==> src/rtl/bus_arb_pkg.sv <==
// Shared definitions for the weighted round-robin bus arbiter.
//   arb_state_t : arbiter FSM states
//   DEF_*       : default values for the arbiter parameters
package bus_arb_pkg;

    typedef enum logic [1:0] {
        IDLE   = 2'd0,
        REFILL = 2'd1,
        GRANT  = 2'd2
    } arb_state_t;

    localparam int DEF_DRVRS = 4;
    localparam int DEF_WGT_W = 4;
    localparam int DEF_TMO   = 16;

endpackage : bus_arb_pkg

==> src/rtl/bus_wrr_arbiter_rr_pick.sv <==
// Combinational circular first-match search.
// Starting at index ptr (inclusive) and wrapping modulo N, returns the
// first set bit of req.
//   req   : request vector, one bit per device
//   ptr   : index where the search starts
//   idx   : index of the first set bit found (0 when none)
//   found : high when any bit of req is set
module rr_pick #(
    parameter int N  = 4,
    parameter int IW = 2
) (
    input  logic [N-1:0]  req,
    input  logic [IW-1:0] ptr,
    output logic [IW-1:0] idx,
    output logic          found
);

    logic [IW-1:0] j;

    always_comb begin
        idx   = '0;
        found = 1'b0;
        j     = '0;
        for (int k = 0; k < N; k++) begin
            j = IW'((int'(ptr) + k) % N);
            if (!found && req[j]) begin
                found = 1'b1;
                idx   = j;
            end
        end
    end

endmodule : rr_pick

==> src/rtl/bus_wrr_arbiter.sv <==
// Weighted round-robin arbiter for a shared bus.
// Each device owns a credit counter loaded from its weight on REFILL; a
// grant consumes one credit when the transfer completes (or times out).
// The search pointer stays on a device while it still has credit, so a
// device with weight W gets up to W back-to-back packets per round.
//
// Ports:
//   clk       : clock, rising edge
//   reset     : synchronous active-high reset
//   pndng     : bit i high when device i has a packet waiting
//   weight    : packed per-device weights, slice i = device i; 0 masks it
//   xfer_done : one-cycle pulse, current granted packet finished
//   gnt       : one-hot grant (or zero), registered
//   gnt_vld   : high exactly when gnt is non-zero
//   busy      : high while in REFILL or GRANT
//   err_tmo   : one-cycle pulse when a grant is force-released on timeout
module bus_wrr_arbiter
    import bus_arb_pkg::*;
#(
    parameter int DRVRS = DEF_DRVRS,
    parameter int WGT_W = DEF_WGT_W,
    parameter int TMO   = DEF_TMO
) (
    input  logic                   clk,
    input  logic                   reset,
    input  logic [DRVRS-1:0]       pndng,
    input  logic [DRVRS*WGT_W-1:0] weight,
    input  logic                   xfer_done,
    output logic [DRVRS-1:0]       gnt,
    output logic                   gnt_vld,
    output logic                   busy,
    output logic                   err_tmo
);

    localparam int IW = (DRVRS > 1) ? $clog2(DRVRS) : 1;
    localparam int TW = $clog2(TMO + 1);

    arb_state_t       state, state_d;
    logic [WGT_W-1:0] credit   [DRVRS];
    logic [WGT_W-1:0] credit_d [DRVRS];
    logic [IW-1:0]    ptr, ptr_d;
    logic [IW-1:0]    gidx, gidx_d;
    logic [TW-1:0]    tmo_cnt, tmo_d;
    logic [DRVRS-1:0] gnt_d;
    logic             gnt_vld_d, busy_d, err_d;

    logic [DRVRS-1:0] elig;
    logic [DRVRS-1:0] avail;
    logic [IW-1:0]    pick_idx;
    logic             pick_found;
    logic [WGT_W-1:0] dec_credit;

    function automatic logic [IW-1:0] wrap_inc(input logic [IW-1:0] i);
        return (i == IW'(DRVRS - 1)) ? '0 : i + 1'b1;
    endfunction

    function automatic logic [WGT_W-1:0] sat_dec(input logic [WGT_W-1:0] c);
        return (c == '0) ? '0 : c - 1'b1;
    endfunction

    // Eligible = pending with a non-zero weight; available = eligible with
    // credit left in the current round.
    always_comb begin
        elig  = '0;
        avail = '0;
        for (int i = 0; i < DRVRS; i++) begin
            elig[i]  = pndng[i] && (weight[i*WGT_W +: WGT_W] != '0);
            avail[i] = elig[i] && (credit[i] != '0);
        end
    end

    rr_pick #(
        .N  (DRVRS),
        .IW (IW)
    ) u_pick (
        .req   (avail),
        .ptr   (ptr),
        .idx   (pick_idx),
        .found (pick_found)
    );

    assign dec_credit = sat_dec(credit[gidx]);

    always_comb begin
        state_d = state;
        gnt_d   = gnt;
        gidx_d  = gidx;
        ptr_d   = ptr;
        tmo_d   = tmo_cnt;
        err_d   = 1'b0;
        for (int i = 0; i < DRVRS; i++) begin
            credit_d[i] = credit[i];
        end

        case (state)
            IDLE: begin
                if (pick_found) begin
                    state_d         = GRANT;
                    gidx_d          = pick_idx;
                    gnt_d           = '0;
                    gnt_d[pick_idx] = 1'b1;
                    tmo_d           = '0;
                end else if (|elig) begin
                    // Eligible devices exist but the round is spent.
                    state_d = REFILL;
                end
            end

            REFILL: begin
                for (int i = 0; i < DRVRS; i++) begin
                    credit_d[i] = weight[i*WGT_W +: WGT_W];
                end
                state_d = IDLE;
            end

            GRANT: begin
                // xfer_done wins over a simultaneous pndng drop.
                if (xfer_done) begin
                    credit_d[gidx] = dec_credit;
                    ptr_d          = (dec_credit != '0) ? gidx : wrap_inc(gidx);
                    state_d        = IDLE;
                    gnt_d          = '0;
                    tmo_d          = '0;
                end else if (!pndng[gidx]) begin
                    ptr_d   = wrap_inc(gidx);
                    state_d = IDLE;
                    gnt_d   = '0;
                    tmo_d   = '0;
                end else if (tmo_cnt == TW'(TMO - 1)) begin
                    // This edge closes the TMO-th grant cycle.
                    err_d          = 1'b1;
                    credit_d[gidx] = dec_credit;
                    ptr_d          = wrap_inc(gidx);
                    state_d        = IDLE;
                    gnt_d          = '0;
                    tmo_d          = '0;
                end else begin
                    tmo_d = tmo_cnt + 1'b1;
                end
            end

            default: begin
                state_d = IDLE;
                gnt_d   = '0;
                tmo_d   = '0;
            end
        endcase

        gnt_vld_d = |gnt_d;
        busy_d    = (state_d != IDLE);
    end

    always_ff @(posedge clk) begin
        if (reset) begin
            state   <= IDLE;
            gnt     <= '0;
            gnt_vld <= 1'b0;
            busy    <= 1'b0;
            err_tmo <= 1'b0;
            ptr     <= '0;
            gidx    <= '0;
            tmo_cnt <= '0;
            for (int i = 0; i < DRVRS; i++) begin
                credit[i] <= '0;
            end
        end else begin
            state   <= state_d;
            gnt     <= gnt_d;
            gnt_vld <= gnt_vld_d;
            busy    <= busy_d;
            err_tmo <= err_d;
            ptr     <= ptr_d;
            gidx    <= gidx_d;
            tmo_cnt <= tmo_d;
            for (int i = 0; i < DRVRS; i++) begin
                credit[i] <= credit_d[i];
            end
        end
    end

endmodule : bus_wrr_arbiter

==> config.mk <==
export PLATFORM = sky130hd
export DESIGN_NAME = bus_wrr_arbiter
export DESIGN_NICKNAME = d
export VERILOG_FILES = /design/src/rtl/bus_arb_pkg.sv /design/src/rtl/bus_wrr_arbiter_rr_pick.sv /design/src/rtl/bus_wrr_arbiter.sv
export SDC_FILE = /design/constraint.sdc
export NUM_CORES = 1
export LEC_CHECK = 0
export ABC_AREA = 1
export BUFFER_PORTS_ARGS = -buffer_cell sky130_fd_sc_hd__buf_2
export CORE_MARGIN = 2
export CORE_UTILIZATION = 40
export DETAILED_ROUTE_END_ITERATION = 16
export GPL_TIMING_DRIVEN = 0
export PLACE_DENSITY = 0.64
export SYNTH_ARGS = -nofsm -noshare
export SYNTH_HDL_FRONTEND = slang
export SYNTH_SLANG_ARGS = --single-unit
==> constraint.sdc <==
create_clock -name clk -period 1.65 [get_ports clk]
set_clock_uncertainty 0.1 [all_clocks]
set_input_delay 0.0825 -clock clk [delete_from_list [all_inputs] [get_ports clk]]
set_output_delay 0.0825 -clock clk [all_outputs]
set_load 0.03 [all_outputs]
# After elaboration in Yosys (flattened, before gate mapping)
# Memory sizes are Yosys's and may differ from the RTL's. A register that Yosys moved wholly into a read port is not among the register bits.
# Index checks and enable logic that the tools add are counted.
[totals]
out_inout_bits = 7
elab_cells = 131
reg_bits = 18
ramBits = 16
memories = 1
[memory_table]
columns = ["memory", "depth", "word_bits", "read_ports", "rd_ports_with_merged_regs", "wr", "line", "source"]
rows = [
  ["credit", 4, 4, 5, 1, 4, "bus_wrr_arbiter.sv:39", "logic [WGT_W-1:0] credit [DRVRS];"],
]
[op_classes]
addsub = 6
n_mux = 59
eq_ne = 6
n_lt_le_gt_ge = 9
reduce_logical = 34
bitwise_logic = 8
[ops]
columns = ["cell", "count"]
rows = [
  ["two-way mux 16 bit", 3],
  ["two-way mux 4 bit", 10],
  ["nonzero test 4 bit", 9],
  ["two-way mux 2 bit", 16],
  ["one-hot mux 16 bit (2 select lines)", 1],
  ["two-way mux 5 bit", 4],
  ["< comparator 2 x 3 -> 1 bit (second input constant)", 6],
  ["bitwise mux 16 bit", 1],
  ["one-hot mux 5 bit (3 select lines)", 1],
  ["two-way mux 1 bit", 14],
  ["logical AND 1 bit", 13],
  ["one-hot mux 4 bit (3 select lines)", 1],
  ["OR reduction 4 bit", 3],
  ["binary-select mux 1 bit (select 2 bit)", 5],
  ["demux 4 bit (select 2 bit)", 1],
  ["AND reduction 2 bit", 3],
  ["adder 5 x 1 -> 5 bit (second input constant)", 1],
  ["equality test 5 x 4 -> 1 bit (second input constant)", 1],
  ["adder 2 x 1 -> 2 bit (second input constant)", 2],
  ["adder 2 bit (second input constant)", 2],
  ["equality test 2 bit (second input constant)", 2],
  ["zero test 4 bit", 1],
  ["OR 1 bit", 4],
  ["one-hot mux 2 bit (2 select lines)", 1],
  ["13 further kinds", 17],
]

# Depth between registers and ports, before layout
# Gate-level depths: netlist of run 1.
[logic_depth]
ltp_word = 22
mapped_depth = 16
mapped_depth_nobuf = 16

# Hierarchy
# From an unflattened synthesis of run 1, not the netlist that was laid out.
[unflattened]
hier_cells = 438
area_unflattened_um2 = 2741.4
[by_module_without_submodules]
columns = ["module", "n_inst", "cells_per_inst", "seq_area_each_um2", "area_per_inst_um2"]
rows = [
  ["bus_wrr_arbiter", 1, 379, 720.7, 2422.3],
  ["rr_pick", 1, 59, 0.0, 319.1],
]

# Least setup slack after synthesis of run 1
# Ideal clock, no wire load.
[synth_path]
path_type = "reg2reg"
startpoint = "register ptr[0]"
endpoint = "register gnt_vld"
stages_incl_launch_ff = 15
synth_period_minus_slack_ns = 1.777
t_arrival_ns = 1.561
required_time_ns = 1.434
slack_ns = -0.127
cell_sequence = "dfxtp_1 buf_6 inv_4 nand4_2 nand2_1 nand2_1 nand2_4 nor2_8 nand2_4 o21ai_4 nor2_2 nand2_2 nand2_1 o21bai_1 nand2_1"
[synth_between]
elab_chain_len = 19
word_cells_on_any_way = 33
cone_classes = "add/sub: 3; order compare: 2; mux: 20; reduce/logical: 8"
[synth_rtl]
columns = ["item", "line", "source"]
rows = [
  ["from (decl)", "bus_wrr_arbiter.sv:41", "logic [IW-1:0] ptr, ptr_d;"],
  ["from (signal assigned)", "bus_wrr_arbiter.sv:172", "ptr <= ptr_d;"],
  ["parallel branches: the longest is 16 deep, another holds < comparator 2 x 3 -> 1 bit", "n/a", ""],
  ["two-way mux 4 bit (*)", "bus_wrr_arbiter.sv:97", "if (pick_found) begin"],
  ["one-hot mux 4 bit (3 select lines) (*)", "bus_wrr_arbiter.sv:95", "case (state)"],
  ["OR reduction 4 bit (*)", "bus_wrr_arbiter.sv:149", "gnt_vld_d = |gnt_d;"],
  ["to (signal assigned)", "bus_wrr_arbiter.sv:169", "gnt_vld <= gnt_vld_d;"],
  ["to (decl)", "bus_wrr_arbiter.sv:30", "output logic gnt_vld,"],
]
# Mark *: on every way between the ends. The select of a mux whose other input is x is not followed.
# A chain may end at the register's enable or synchronous reset.

==> results of run 1 <==
worst min-delay path, stage by stage:
cell and delay, ns:
buf_2 0.09, nand2_1 0.05, nand3_1 0.07, o211ai_1 0.07, inv_1 0.05
through the flow:
| stage | hold WS [ns] | total power [W] |
|---|---|---|
| after CTS | 0.0445 | 0.00584 |
| after global routing | 0.0810 | 0.00687 |
| final | 0.0419 | 0.00637 |
| after global placement | 0.228 | 0.00440 |
| after detailed placement | 0.232 | 0.00443 |
| after floorplan | 0.0516 | 0.00375 |
metal layers:
| metal | share of wire | wire length (um) |
|---|---|---|
| met4 | 0.018 | 129 |
| met2 | 0.51 | 3640 |
| met1 | 0.43 | 3020 |
| met5 | 0 | 0 |
| met3 | 0.041 | 292 |
placed cells by master (no fill, tap or decap), drive strengths merged:
cell type	n
o21bai	1
nand3	33
nand3b	2
clkbuf	10
dfxtp	36
xnor2	1
or2	1
clkinv	2
xor2	2
a22oi	8
a32o	3
clkinvlp	1
o21ai	17
a21oi	22
dlygate4sd3	4
and3	1
nand4	8
nor2	39
o211ai	12
o21a	1
ha	5
mux2i	1
a31oi	4
inv	42
nand2	104
buf	61
a22o	2
where the power goes:
part	total (W)	internal [W]	switching (W)	leakage [nW]
Sequential	0.00136	0.00115	0.000214	0.305
Clock	0.000724	0.000386	0.000337	0.0523
Combinational	0.00429	0.00163	0.00266	1.20
state kept, by name (all words and copies together) (netlist names), named ones only:
register  flops
err_tmo       1
gidx          2
credit       16
gnt_vld       1
busy          1
ptr           2
state         2
tmo_cnt       5
gnt           4
cells by family after synthesis:
| family | share of synthesized area |
|---|---|
| flops | 0.311 |
| simple gates | 0.365 |
| buf+inv | 0.0864 |
| xor+xnor | 0.0146 |
| fa+ha+maj | 0.0270 |
| compound gates | 0.192 |
| mux | 0.00432 |
final timing paths:
path,startpoint,endpoint,slack [ns],cells past startpoint
worst min-delay path,weight[6],credit[1][2]$_SDFFE_PP0P_,0.04,5
worst max-delay path,credit[2][1]$_SDFFE_PP0P_,gnt_vld$_SDFF_PP0_,-0.27,14
worst min register to register,credit[2][3]$_SDFFE_PP0P_,credit[2][3]$_SDFFE_PP0P_,0.39,2
worst max register to register,credit[2][1]$_SDFFE_PP0P_,gnt_vld$_SDFF_PP0_,-0.27,14
timing repair:
action                                 in CTS  in global routing
cloned                                      1                  0
pin swaps                                  32                 15
endpoints found under the hold margin       5                  0
setup endpoints to repair                  35                 36
gates resized for setup                    90                 40
hold buffers                                4                  0
setup buffers                              21                  7
cell type report:
type / count / area [um^2] / share of cell area
clock inverters: 2 / 12.5 / 0.00379
multi-input cells: 267 / 1720 / 0.519
inverters: 43 / 175 / 0.0530
repair buffers: 62 / 414 / 0.125
plain buffers: 7 / 47.5 / 0.0144
flip-flops and latches: 36 / 757 / 0.229
clock buffers: 6 / 93.8 / 0.0284
well taps: 72 / 90.1 / 0.0273
==> qor.csv, run 1 <==
metric;value;unit
status;complete, but fails checks;
failing checks;setup timing;
Setup violations, final;30;
Placement Cell Area;2590;um^2
Fmax achieved;522;MHz
fin cells;495;
Synth Net Count;381;
Top Usage Layer GRT;met2;
Chip Width;80.1;um
Buf/Inv on CP;0;
overall global routing resource usage;0.228;
CP Max Fanout;6;
Yosys cell types;37;
final wirelength;7080;um
Die Area;6410;um^2
Ys Warns;0;
Placed Cells incl. Taps;454;
post-layout min period;1.92;ns
met2 Use GR;0.416;
largest buffer count on any clock path;2;
Detailed Route Iter0 Violations;154;
Yosys top cell area share;0.311;
Top delay family on crit path;simple AND/OR/NAND/NOR gates;
largest net degree at the start of global routing;13;
grt ovf;0;
Post-synth EDFFs;0;
Pleak;1.55;nW
CTS tree;built;
CP Launch Type;flop;
max cap viols;0;
CP Class;flop to flop;
unrepaired setup endpoints after global routing;yes;
total number of vias;2604;
core area;5540;um^2
met1 Usage GRT;0.266;
slowest cell on the critical path;dfxtp_2;
cell mode on critical path;nand2_2;
Layout fillers;511;
ranking of synthesized cells by area;dfxtp_1 31%, nand2_1 16%, nand3_1 6.7%;
slew margin rel.;0.616;
drt wl/cell;14.3;um
Async S/R FF share, synth;0;
Yosys top cell by area;dfxtp_1;
Layout area overhead;42.7;%
post-route cell area;3310;um^2
Pwr per Cell Area;1930;nW/um^2
Mapped Area;2320;um^2
Worst Tran Pin Value;0.576;ns
worst path arrival time;2.01;ns
drc violations;0;
number of global-route vias before repair;2514;
crit path cell chain;nor2_2, nand2_2, nand4_1, nand2_2, nand2_2, nand2_4, nor2_8, nand2_4, o21ai_4, nor2_4, nand2_2, nand2_1, o21bai_1, nand2_1;
Tcrit/Tclk final;1.16;
Port Buffers;29;
Syn Area/Cell;6.56;um^2
Min-Delay Path Class;primary input to flop;
IR drop worst, VDD;1.31;mV
Reg clk slew, reported paths;0.08;ns
sequential area share after synthesis;0.311;
die height;80.1;um
Gate Count Post-Synth;353;
pre-CTS setup slack;-0.389;ns
initial antenna violation count;0;
DPL Wire Length;4750;um
met3 Usage GRT;0.0449;
Fin Setup TNS;-3.91;ns
CTS Buf Count;5;
Layout Nets;450;
Sink Count;36;
Fin. Hold Viols;0;
flops & latches, synth;36;
main flop type after synthesis;dfxtp_1;
H-tree levels;2;
CP required;1.74;ns
crit end category;flop;
post-route ant nets;0;
Antenna Cells;0;
global-route wire length before repair;11400;um
routability cong.;0.941;
post-route setup slack;-0.266;ns
Root Driver;clkbuf_8;
# IOs;30;
share of layout cells above drive strength 1;0.456;
TritonRoute pass-1 iters;4;
vias per cell;5.26;
most instantiated cells after synthesis;98 x nand2_1, 38 x inv_1, 36 x dfxtp_1;
crit-path max cell delay;0.34;ns
clock latency on the worst-skew pair;0.29;ns
top-count cell post-synth;nand2_1;
starting density of the core;0.418;
Core Util, Final;0.597;
row count;27;
Max Slew Vio Count;0;
Power figures use the tool's default switching activity.
==> inputs of run 2 (changes only) <==
--- a/config.mk
+++ b/config.mk
@@ -11,7 +11,8 @@
 export CORE_UTILIZATION = 40
 export DETAILED_ROUTE_END_ITERATION = 16
 export GPL_TIMING_DRIVEN = 0
-export PLACE_DENSITY = 0.64
+export PLACE_DENSITY = 0.63
 export SYNTH_ARGS = -nofsm -noshare
 export SYNTH_HDL_FRONTEND = slang
+export SYNTH_HIERARCHICAL = 1
 export SYNTH_SLANG_ARGS = --single-unit
==> run 2 against run 1 <==
Against the previous run: the flow finishes with violations (hold timing, setup timing); maximum frequency decreased by 7.3%; via count up 7.3%; largest power group unchanged; cell count up 15%; worst hold slack worse by 0.13 ns; sequential cell count stayed put; utilization shrank 8.0 points; routed wire length grew 7.2%; largest cell class unchanged; area after synthesis grew 18%; worst setup slack lost 0.15 ns.
==> qor.csv, run 2 <==
metric;value;unit
most instantiated cells after synthesis;115 x nand2_1, 69 x inv_1, 57 x nor2_1;
largest buffer count on any clock path;2;
mux cell area share after synthesis;0;
Fin. Hold Viols;3;
final wirelength;7590;um
Placement Cell Area;3060;um^2
drt wl/cell;13.4;um
number of global-route vias before repair;2632;
DPL Wire Length;5610;um
sequential area share after synthesis;0.263;
CP Class;flop to flop;
Post-Synth Adder-Cell Area;0.0228;
overall global routing resource usage;0.203;
Yosys top cell area share;0.263;
commonest cells after routing, fill and taps aside;105 x nand2_1, 54 x nor2_1, 51 x inv_1;
CTS Buf Count;5;
top-count cell post-synth;nand2_1;
CTS tree;built;
Sink Count;36;
unrepaired setup endpoints after global routing;yes;
# IOs;30;
Mapped Area;2740;um^2
worst hold margin;-0.0900;ns
post-route setup slack;-0.417;ns
Max Slew Vio Count;0;
worst path arrival time;2.12;ns
Worst Tran Pin Value;0.631;ns
Synth Net Count;466;
Layout Nets;515;
post-route cell area;3470;um^2
Min-Delay Path Class;primary input to flop;
Pwr per Cell Area;2250;nW/um^2
share of layout cells above drive strength 1;0.391;
Layout area overhead;26.7;%
initial antenna violation count;0;
Yosys cell types;32;
Syn Area/Cell;6.26;um^2
most common cell after layout, fill and taps aside;nand2_1;
crit-path max cell delay;0.35;ns
CP Launch Type;flop;
largest family of logic cells by synthesized area;simple AND/OR/NAND/NOR gates;
largest net degree at the start of global routing;12;
status;complete, but fails checks;
post-layout min period;2.07;ns
Ys Warns;6;
failing checks;hold timing, setup timing;
drc violations;0;
CP Max Fanout;4;
main flop type after synthesis;dfxtp_1;
Async S/R FF share, synth;0;
Detailed Route Iter0 Violations;101;
row count;30;
Fmax achieved;484;MHz
fin cells;568;
starting density of the core;0.408;
IR drop worst, VDD;1.17;mV
H-tree levels;2;
Port Buffers;29;
Buf/Inv on CP;4;
Reg clk slew, reported paths;0.08;ns
die height;86.8;um
core area;6720;um^2
Synth Area in XOR/XNOR;0;
clock latency on the worst-skew pair;0.29;ns
Reg with most FFs;credit;
Gate Count Post-Synth;438;
crit path cell chain;inv_2, a41oi_2, inv_1, nand2_2, nand3_1, nand2_2, inv_2, nand4_1, nand3_2, inv_1, o21ai_0, o211ai_1, nand3_1, nor2_1, a21oi_1;
post-route ant nets;0;
slew margin rel.;0.579;
vias per cell;4.92;
flops & latches, synth;36;
slowest cell on the critical path;dfxtp_2;
Synth Area in Simple Gates;0.477;
Tcrit/Tclk final;1.25;
CP required;1.70;ns
Die Area;7530;um^2
Chip Width;86.8;um
Pleak;1.65;nW
Setup violations, final;17;
top flop regs;credit: 16 flops, tmo_cnt: 5 flops, gnt: 4 flops;
TritonRoute pass-1 iters;4;
post-synthesis compound-gate area fraction;0.103;
crit end category;flop;
Top delay family on crit path;simple AND/OR/NAND/NOR gates;
Root Driver;clkbuf_8;
routability cong.;0.895;
grt ovf;0;
Antenna Cells;0;
Fin Setup TNS;-5.12;ns
ranking of synthesized cells by area;dfxtp_1 26%, nand2_1 16%, inv_1 9.4%;
max cap viols;0;
total number of vias;2795;
Post-synth EDFFs;0;
Placed Cells incl. Taps;547;
max FFs per register;16;
Yosys top cell by area;dfxtp_1;
global-route wire length before repair;12100;um
run 2: cell count changes in the layout (fill, tap and decap cells not counted), moves of 6 or more:
cell | previous run | this run
nor2_1 | 23 | 54
nor2_2 | 10 | 4
buf_4 | 26 | 12
nand3_1 | 20 | 27
inv_1 | 26 | 51
inv_2 | 13 | 22
o211ai_1 | 12 | 4
nand2_4 | 3 | 10
nand2_1 | 76 | 105
run 2: area by class of cell:
type	instances	area, um^2
Sequential cell	36	747
Timing Repair Buffer	42	240
Multi-Input combinational cell	314	1870
Clock buffer	7	96.3
Clock inverter	1	30.0
Fill cell	701	3250
Buffer	9	73.8
Tap cell	80	100
Inverter	79	319
run 2: path summary, 6_finish.rpt:
| kind | from | end | slack (ns) | cells after the start |
|---|---|---|---|---|
| worst max-delay path | credit[2][2]$_SDFFE_PP0P_ | gnt_vld$_SDFF_PP0_ | -0.42 | 15 |
| worst min register to register | tmo_cnt[4]$_SDFFE_PP0P_ | tmo_cnt[4]$_SDFFE_PP0P_ | 0.39 | 2 |
| worst max register to register | credit[2][2]$_SDFFE_PP0P_ | gnt_vld$_SDFF_PP0_ | -0.42 | 15 |
| worst min-delay path | reset | state[1]$_SDFF_PP0_ | -0.09 | 2 |
run 2: metal layers:
| layer | up-vias | global-route usage | share of wire |
|---|---|---|---|
| met4 | 0 | 0.0753 | 0.014 |
| met3 | 11 | 0.0362 | 0.029 |
| met2 | 48 | 0.348 | 0.51 |
| li1 | 1463 | - | - |
| met1 | 1273 | 0.252 | 0.45 |
| met5 | - | 0 | 0 |
run 2: kinds of logic (layout without fill, tap and decap cells):
| kind of cell | count (synthesis) | count (layout) |
|---|---|---|
| compound gates | 47 | 47 |
| fa+ha+maj | 5 | 5 |
| buf+inv | 88 | 138 |
| flops | 36 | 36 |
| simple gates | 262 | 262 |
run 2: what timing repair did:
action,in CTS,in global routing
cloned,0,1
endpoints found under the setup margin,33,36
hold endpoints to repair,3,1
setup buffers,8,4
resized for setup,26,42
pin swaps,15,17
run 2: worst reg2reg max path, cell delays in order, from the launching register on:
cell and delay, ns:
dfxtp_2 0.35, inv_2 0.05, a41oi_2 0.23, inv_1 0.10
nand2_2 0.10, nand3_1 0.09, nand2_2 0.11, inv_2 0.05
nand4_1 0.10, nand3_2 0.10, inv_1 0.09, o21ai_0 0.07
o211ai_1 0.10, nand3_1 0.11, nor2_1 0.11, a21oi_1 0.07
run 2: power breakdown:
part	leakage (nW)	internal [W]	switching (W)	total, W
registers	0.303	0.00123	0.000262	0.00149
logic	1.28	0.00202	0.00344	0.00546
clock network	0.0645	0.000534	0.000334	0.000868
run 2: through the flow:
step                      utilization  power [W]  setup WS (ns)  hold slack (ns)
final                           0.517    0.00782         -0.417          -0.0900
after global placement          0.455    0.00608         -0.482            0.217
after detailed placement        0.455    0.00613         -0.510            0.224
after CTS                       0.491    0.00736         -0.411          -0.0984
after floorplan                     -    0.00525         -0.158           0.0591
after global routing            0.517    0.00848         -0.562          -0.0885
==> inputs of run 3 (changes only) <==
==> constraint.sdc (replaced) <==
create_clock -name clk -period 1.65 [get_ports clk]
set_clock_uncertainty 0.1 [all_clocks]
set_input_delay 0.165 -clock clk [delete_from_list [all_inputs] [get_ports clk]]
set_output_delay 0.165 -clock clk [all_outputs]
set_load 0.03 [all_outputs]
==> run 3 against run 2 <==
Against the previous run: register-to-register slack hardly changed; sequential power hardly changed; largest cell class unchanged; non-clock buffer count is the same; critical path type unchanged; worst hold slack better by 0.083 ns; cell area did not move; die area unchanged; combinational power hardly changed; global-route usage is the same; utilization is the same; highest routed layer unchanged; sequential share of layout area stayed put; the flow still finishes with violations (hold timing, setup timing); routed wire length barely moved; clock-buffer cell count unchanged.
==> qor.csv, run 3 (same netlist as run 2, synthesis figures left out) <==
metric;value;unit
vias per cell;4.91;
Die Area;7530;um^2
Root Driver;clkbuf_8;
die height;86.8;um
Power, Total;0.00782;W
global-route wire length before repair;12100;um
grt ovf;0;
core area;6720;um^2
Worst Tran Pin Value;0.630;ns
max FFs per register;16;
total number of vias;2791;
Min-Delay Path Class;primary input to flop;
most common cell after layout, fill and taps aside;nand2_1;
crit path cell chain;inv_2, a41oi_2, inv_1, nand2_2, nand3_1, nand2_2, inv_2, nand4_1, nand3_2, inv_1, o21ai_0, o211ai_1, nand3_1, nor2_1, a21oi_1;
Placed Cells incl. Taps;547;
Layout fillers;701;
drt wl/cell;13.4;um
post-route setup slack;-0.411;ns
DPL Wire Length;5610;um
slowest cell on the critical path;dfxtp_2;
# IOs;30;
row count;30;
H-tree levels;2;
Setup violations, final;17;
CP Class;flop to flop;
final wirelength;7590;um
Tcrit/Tclk final;1.25;
Max Slew Vio Count;0;
unrepaired setup endpoints after global routing;yes;
Chip Width;86.8;um
Layout area overhead;26.7;%
crit end category;flop;
largest buffer count on any clock path;2;
routability cong.;0.895;
Buf/Inv on CP;4;
Reg clk slew, reported paths;0.08;ns
post-layout min period;2.06;ns
commonest cells after routing, fill and taps aside;105 x nand2_1, 54 x nor2_1, 51 x inv_1;
drc violations;0;
Core Util, Final;0.517;
TritonRoute pass-1 iters;4;
Pleak;1.65;nW
starting density of the core;0.408;
max cap viols;0;
CP Max Fanout;4;
share of layout cells above drive strength 1;0.391;
Layout Nets;515;
Reg with most FFs;credit;
Fin. Hold Viols;1;
CP required;1.70;ns
CP Launch Type;flop;
Detailed Route Iter0 Violations;99;
crit-path max cell delay;0.35;ns
Top delay family on crit path;simple AND/OR/NAND/NOR gates;
top flop regs;credit: 16 flops, tmo_cnt: 5 flops, gnt: 4 flops;
Fin Setup TNS;-5.12;ns
Sink Count;36;
Pwr per Cell Area;2250;nW/um^2
worst hold margin;-0.00724;ns
CTS tree;built;
largest net degree at the start of global routing;12;
IR drop worst, VDD;1.17;mV
number of global-route vias before repair;2633;
clock latency on the worst-skew pair;0.29;ns
worst path arrival time;2.11;ns
overall global routing resource usage;0.203;
post-route ant nets;0;
status;complete, but fails checks;
failing checks;hold timing, setup timing;
fin cells;568;
initial antenna violation count;0;
Port Buffers;29;
slew margin rel.;0.580;
Fmax achieved;485;MHz
Antenna Cells;0;
CTS Buf Count;5;
pre-CTS setup slack;-0.593;ns
[run 3: cell counts in the layout (fill, tap and decap cells not counted)]
No cell type changed its count.
[run 3: what timing repair did]
action                                 CTS  global route
cloned                                   0             1
buffers inserted                         8             4
setup endpoints to repair               33            36
pin swaps                               15            17
endpoints found under the hold margin    1             1
gates resized for setup                 26            42
[run 3: path summary, 6_finish.rpt]
kind / start / end / slack [ns] / cells after the start
setup reg to reg: credit[2][2]$_SDFFE_PP0P_ / gnt_vld$_SDFF_PP0_ / -0.41 / 15
hold reg to reg: tmo_cnt[4]$_SDFFE_PP0P_ / tmo_cnt[4]$_SDFFE_PP0P_ / 0.39 / 2
hold / removal: reset / state[1]$_SDFF_PP0_ / -0.007 / 2
setup / recovery: credit[2][2]$_SDFFE_PP0P_ / gnt_vld$_SDFF_PP0_ / -0.41 / 15
[run 3: report_power, final]
part	internal (W)	switching [W]
clock network	0.000534	0.000334
registers	0.00123	0.000261
logic	0.00202	0.00344
total	0.00378	0.00404
[run 3: layout make-up]
class                           instances  area [um^2]  share of cell area
Buffer                                  9         73.8              0.0213
Tap cell                               80          100              0.0288
Clock buffer                            7         96.3              0.0277
Timing Repair Buffer                   42          240              0.0692
Sequential cell                        36          747               0.215
Clock inverter                          1         30.0             0.00865
Multi-Input combinational cell        314         1870               0.537
Inverter                               79          319              0.0919
[run 3: worst reg2reg max path: stages, from the launching register on]
cell and delay (ns):
dfxtp_2 0.35, inv_2 0.05, a41oi_2 0.23, inv_1 0.10, nand2_2 0.10, nand3_1 0.09, nand2_2 0.11, inv_2 0.05
nand4_1 0.10, nand3_2 0.10, inv_1 0.09, o21ai_0 0.07, o211ai_1 0.09, nand3_1 0.11, nor2_1 0.11, a21oi_1 0.07
[run 3: metrics by stage]
step / area (um^2) / hold slack [ns]
global placement: 3060 / 0.300
floorplan: 2810 / 0.142
CTS: 3300 / -0.0159
detailed placement: 3060 / 0.306
global route: 3470 / -0.00596
finish: 3470 / -0.00724
[run 3: per-layer routing]
layer	up-vias	GRT usage	wire length, um
li1	1462	-	-
met1	1270	0.252	3420
met2	48	0.348	3840
met3	11	0.0362	215
met4	0	0.0753	108
met5	-	0	0
